<file path="src/rtl/snow64_long_div_arbiter_pkg.sv">
// Shared state encoding and datapath widths for the U16/U8 long-divider arbiter.
package snow64_long_div_arbiter_pkg;
    localparam int WIDTH__DIV_A   = 16;
    localparam int WIDTH__DIV_B   = 8;
    localparam int WIDTH__DIV_OUT = 18;
    localparam int WIDTH__QUOT    = 16;

    typedef logic [1:0] state_t;
    localparam state_t StIdle = 2'd0;
    localparam state_t StWait = 2'd1;
    localparam state_t StResp = 2'd2;
endpackage

</file>
<file path="src/rtl/snow64_rr_arbiter.sv">
// Combinational round-robin picker: first set request at or above rr_ptr, with wrap-around.
module snow64_rr_arbiter #(
    parameter int NUM_REQ        = 4,
    parameter int WIDTH__REQ_IDX = $clog2(NUM_REQ)
) (
    input  logic [NUM_REQ-1:0]        req,
    input  logic [WIDTH__REQ_IDX-1:0] rr_ptr,
    input  logic                      enable,
    output logic [NUM_REQ-1:0]        grant,
    output logic [WIDTH__REQ_IDX-1:0] grant_idx,
    output logic                      any_grant
);
    always_comb begin
        grant     = '0;
        grant_idx = '0;
        any_grant = 1'b0;
        // Walk from the farthest slot back toward rr_ptr so the nearest request wins.
        for (int k = NUM_REQ - 1; k >= 0; k--) begin
            if (enable && req[(int'(rr_ptr) + k) % NUM_REQ]) begin
                grant_idx = WIDTH__REQ_IDX'((int'(rr_ptr) + k) % NUM_REQ);
                any_grant = 1'b1;
            end
        end
        if (any_grant) grant[grant_idx] = 1'b1;
    end
endmodule

</file>
<file path="src/rtl/snow64_long_div_u16_by_u8_arbiter.sv">
// Shares one radix-8 U16/U8 long divider among NUM_REQ requesters, one division in flight.
//   state  | meaning
//   StIdle | arbitrating; grant, request accept and divider start share one cycle
//   StWait | division in flight, waiting for in_div_data_valid
//   StResp | quotient held for the granted requester until it accepts
module snow64_long_div_u16_by_u8_arbiter
    import snow64_long_div_arbiter_pkg::*;
#(
    parameter int NUM_REQ        = 4,
    parameter int WIDTH__REQ_IDX = $clog2(NUM_REQ)
) (
    input  logic                              clk,
    input  logic                              rst,
    input  logic [NUM_REQ-1:0]                in_req_valid,
    input  logic [NUM_REQ*WIDTH__DIV_A-1:0]   in_req_a,
    input  logic [NUM_REQ*WIDTH__DIV_B-1:0]   in_req_b,
    output logic [NUM_REQ-1:0]                out_req_ready,
    output logic [NUM_REQ-1:0]                out_resp_valid,
    output logic [WIDTH__QUOT-1:0]            out_resp_quot,
    output logic                              out_resp_div_by_zero,
    input  logic [NUM_REQ-1:0]                in_resp_ready,
    output logic                              out_div_start,
    output logic [WIDTH__DIV_A-1:0]           out_div_a,
    output logic [WIDTH__DIV_B-1:0]           out_div_b,
    input  logic                              in_div_data_valid,
    input  logic                              in_div_can_accept_cmd,
    input  logic [WIDTH__DIV_OUT-1:0]         in_div_data
);
    state_t                    state;
    logic [WIDTH__REQ_IDX-1:0] rr_ptr;
    logic [WIDTH__REQ_IDX-1:0] grant_idx;
    logic                      dbz;

    logic                      arb_enable;
    logic [NUM_REQ-1:0]        arb_grant;
    logic [WIDTH__REQ_IDX-1:0] arb_idx;
    logic                      arb_any;

    // A 16/8 quotient always fits in 16 bits; the divider's top bits carry nothing useful.
    logic unused_div_hi;
    assign unused_div_hi = ^in_div_data[WIDTH__DIV_OUT-1:WIDTH__QUOT];

    assign arb_enable = !rst && (state == StIdle) && in_div_can_accept_cmd;

    snow64_rr_arbiter #(
        .NUM_REQ        (NUM_REQ),
        .WIDTH__REQ_IDX (WIDTH__REQ_IDX)
    ) u_rr_arbiter (
        .req       (in_req_valid),
        .rr_ptr    (rr_ptr),
        .enable    (arb_enable),
        .grant     (arb_grant),
        .grant_idx (arb_idx),
        .any_grant (arb_any)
    );

    always_comb begin
        out_req_ready = arb_grant;
        out_div_start = arb_any;
        out_div_a     = '0;
        out_div_b     = '0;
        if (arb_any) begin
            out_div_a = in_req_a[int'(arb_idx)*WIDTH__DIV_A +: WIDTH__DIV_A];
            out_div_b = in_req_b[int'(arb_idx)*WIDTH__DIV_B +: WIDTH__DIV_B];
        end
        out_resp_valid = '0;
        if (!rst && state == StResp) out_resp_valid[grant_idx] = 1'b1;
    end

    always_ff @(posedge clk) begin
        if (rst) begin
            state                <= StIdle;
            rr_ptr               <= '0;
            grant_idx            <= '0;
            dbz                  <= 1'b0;
            out_resp_quot        <= '0;
            out_resp_div_by_zero <= 1'b0;
        end else begin
            case (state)
                StIdle: begin
                    if (arb_any) begin
                        grant_idx <= arb_idx;
                        dbz       <= (out_div_b == '0);
                        rr_ptr    <= (int'(arb_idx) == NUM_REQ - 1) ? '0 : arb_idx + 1'b1;
                        state     <= StWait;
                    end
                end
                StWait: begin
                    if (in_div_data_valid) begin
                        out_resp_quot        <= in_div_data[WIDTH__QUOT-1:0];
                        out_resp_div_by_zero <= dbz;
                        state                <= StResp;
                    end
                end
                StResp: begin
                    if (in_resp_ready[grant_idx]) state <= StIdle;
                end
                default: state <= StIdle;
            endcase
        end
    end
endmodule

</file>
<file path="config.mk">
export PLATFORM = sky130hd
export DESIGN_NAME = snow64_long_div_u16_by_u8_arbiter
export DESIGN_NICKNAME = d
export VERILOG_FILES = /design/src/rtl/snow64_long_div_arbiter_pkg.sv /design/src/rtl/snow64_rr_arbiter.sv /design/src/rtl/snow64_long_div_u16_by_u8_arbiter.sv
export SDC_FILE = /design/constraint.sdc
export NUM_CORES = 1
export LEC_CHECK = 0
export CORE_AREA = 2 2 69 71
export CTS_CLUSTER_DIAMETER = 40
export CTS_CLUSTER_SIZE = 10
export DETAILED_ROUTE_END_ITERATION = 6
export DIE_AREA = 0 0 71 73
export DONT_BUFFER_PORTS = 1
export GPL_ROUTABILITY_DRIVEN = 1
export MAX_ROUTING_LAYER = met4
export PLACE_DENSITY = 0.74
export REMOVE_ABC_BUFFERS = 1
export SETUP_SLACK_MARGIN = 0.3
export SLEW_MARGIN = 5
export SYNTH_ARGS = -nofsm -noshare
export SYNTH_HDL_FRONTEND = slang
export SYNTH_SLANG_ARGS = --single-unit
</file>
<file path="constraint.sdc">
create_clock -name clk -period 3.2 [get_ports clk]
set_input_delay 0.48 -clock clk [delete_from_list [all_inputs] [get_ports clk]]
set_output_delay 0.48 -clock clk [all_outputs]
set_load 0.02 [all_outputs]
</file>
==> results.md <==
- CTS sink count: 24
- R2R depth: 10
- Top cell type's share of synthesized area: 22.3%
- Pint: ~540 uW
- WS Path Type: register to output port
- Fin nets: slightly above 400
- Tcrit/Tclk final: between 80 and 90%
- Antenna violations before repair: 0
- CTS tree: yes
- Worst r2r src: rr_ptr[1]
- Mean Syn Cell Area: between 8 and 9 um^2
- GR Util All Layers: roughly 25%
- Psw: 230 uW
- Starting density of the core: between 40% and 50%
- Final period demand of the worst path: 2.81 ns
- Max stage delay on crit path: around 0.5 ns
- Top FF cell, synth: dfxtp_1
- Critical Path Source Type: register
- Bufs on Longest Clock Path: 2
- Layout overhead on the synthesized area: 20.7%
- Final setup viols: 0
- Critical path's top delay family: buffers and inverters
- Post-DP HPWL: a little over 5000 um
- Final Util: between 50% and 60%
- Max Slew Vio Count: 0
- Data arrival, critical path: between 2 and 2.5 ns
- PortBufs: 0
- Max_cap viols: 0
- Die Width: around 71 um
- Worst Setup End Kind: output port
- CP max FO: 8
- Clock Pin Slew Worst Setup and Hold Paths: around 0.080 ns
- Routability cong.: between 0.9 and 1
- Worst r2r dst: dbz
- Largest net degree at the start of global routing: 30
- GRT overflow: 0
- Post-synthesis sequential area ratio: between 20% and 30%
- Mapped Cells: between 200 and 300
- Multi-input gate area: 0.00170 mm^2
- Die area: ~0.0052 mm^2
- CP required: around 2.7 ns
- Mapped Area: 0.00215 mm^2
- I/O pins: ~180
- Cell Chain, Critical Path: buf_4 > nand2b_1 > a21oi_1 > buf_4 > nor3_4 > buf_4 > bufinv_16 > mux4_2 > and2_4
- First-pass GRT wire length: between 9000 and 10,000 um
- Sequential power share: between 40% and 50%
- DR iter-0 viols: approximately 110
- Diodes inserted: 0
- Slew headroom: 32.9%
- Combinational share of power: ~33%
- Via density: about 6.5
- Placement Setup Slack: 0.217 ns
- Area contributors post-synth: dfxtp_1, mux4_2, nand2_1, a21oi_1, and2_1
- Post-synth ARST share: 0%
- Worst hold margin: roughly 0.28 ns
- Worst hold path type: input pin to register
- Detailed Route WL: around 6700 um
- Register bit total from synthesis: 24
- Fillcell total: 422
- Total negative slack: 0 ns
- M1 wire length: about 2700 um
- Power Density: between 200 and 300 mW/mm^2
- Peak VDD IR: 0.124 mV
- Slew @ Worst Pin: ~0.99 ns
- Switching Fraction: 29.8%
- DR top layer: met4
- WL/cell: between 20 and 25 um
- Post-DRT Antenna Nets: 0
- Reg2reg setup slack: 0.56 ns
- Worst min-delay path startpoint: rst
- Root Driver: clkbuf_8
- LEAKAGE: approximately 0.97 nW
- CTS H-tree depth: 1
- Synth warn: 0
- Register area: between 400 and 500 um^2
- Largest area contributor in the synthesized netlist: dfxtp_1
- Most frequent cells in the layout: nand2_1, a21oi_1, dfxtp_1
- Hold Path Depth: 1
- WL met3: ~760 um
- Bufs and invs on worst path: 4
- Unrepaired setup endpoints after global routing: true
- Cell variety after synth: 48
- Clk Latency, worst-skew pair: about 0.26 ns
- CP most frequent cell: buf_4
- Number of global-route vias before repair: ~1,900
- Die Ht: 73 um
- Via count: roughly 2,100
- Clock Skews: about 0.0024 ns
- Crit path max-delay cell type: mux4_2
- Fmax: 355 MHz
- Site Rows: 25
- Clock power share: 25.6%
- Final hold vios: 0
- Detailed-routed wire length on met2: between 3000 and 4000 um
- Initial DRT Pass Iterations: 4
- Post-synth EDFFs: 0
- Final worst slack: between 0.3 and 0.4 ns
- Core Area: approximately 0.0045 mm^2
- DRC viols: 0
- Inserted Clock Buffers: 3
- Worst Hold Path EP: rr_ptr[1]
- Most common cell after layout, fill and taps aside: nand2_1
- Layout cells sized above 1: 33.5%
- Status: completed
-- cell type report --
cell class              instances  share of cell area, %
multi-input cells             213                   65.5
well taps                      54                   2.60
clock buffers                   4                   2.12
inverters                       8                   2.36
flip-flops and latches         24                   18.7
repair inverters                2                   1.06
repair buffers                 21                   7.66
-- how the worst max path moves through the flow --
stage / cells after the start / from / slack, ns / end
final: 9 / rr_ptr[1] / 0.39 / out_div_a[7]
after global routing: 12 / rr_ptr[1] / 0.27 / out_div_b[4]
after CTS: 6 / rr_ptr[1] / 0.28 / out_div_a[7]
after detailed placement: 6 / rst / 0.22 / out_div_a[7]
after global placement: 7 / rst / 0.23 / out_div_b[2]
after floorplan: 9 / rr_ptr[1] / 0.35 / dbz
-- cell families after synthesis --
family | share of synthesized area (%)
AOI/OAI and AO/OA | 17.6
DFF | 22.3
and+or+nand+nor | 29.1
buffers and inverters | 4.42
adders and majority gates | 2.33
muxes | 24.2
-- worst reg2reg max path: stages, from the launching register on --
cell,delay [ns]
dfxtp_2,0.34
buf_4,0.16
nand2b_1,0.16
a211oi_1,0.30
nor3_2,0.11
buf_4,0.17
or2_2,0.26
a21oi_1,0.15
o32ai_2,0.18
or4_1,0.49
o31ai_1,0.23
-- flip-flops by register name, summed over array words and instances, names as in the netlist --
register	flops
out_resp_quot	16
grant_idx	2
out_resp_div_by_zero	1
state	2
rr_ptr	2
dbz	1
-- power by group through the flow --
stage	clock network (mW)	registers, mW	logic (mW)
floorplan	0	0.331	0.158
global placement	0	0.329	0.202
CTS	0.205	0.323	0.223
global route	0.217	0.323	0.270
finish	0.197	0.322	0.251
detailed placement	0	0.329	0.206
-- metal layers --
metal	vias to the layer above	global-route usage, %
met5	-	-
met4	0	3.98
met3	4	5.80
met2	142	38.1
met1	976	33.7
li1	985	-
-- repair_timing --
item	in CTS	in global routing
pin swaps	3	7
cloned	1	1
resized for setup	11	59
setup buffers	6	4
hold buffers	0	0
endpoints found under the setup margin	27	22
-- Yosys cell counts (3+ instances only) --
cell type and instances:
a211oi_1 3, a21oi_1 33, and2_1 22, buf_2 5, clkbuf_1 9, dfxtp_1 24, ha_1 4, inv_1 6
mux2i_1 6, mux4_2 19, nand2_1 49, nand2b_1 4, nor2_1 11, nor3_1 6, o21ai_0 4, o21ai_1 5
o221ai_1 3, o22ai_1 5, o31ai_1 3, or3_1 6
-- per-stage QoR --
| step | std cells | area (um^2) | power (mW) |
|---|---|---|---|
| final | 326 | 2600 | 0.770 |
| after floorplan | 245 | 2090 | 0.489 |
| after global placement | 310 | 2260 | 0.532 |
| after CTS | 321 | 2420 | 0.751 |
| after global routing | 326 | 2600 | 0.810 |
| after detailed placement | 310 | 2260 | 0.535 |
Note: power is estimated with default switching activity, not from simulation.
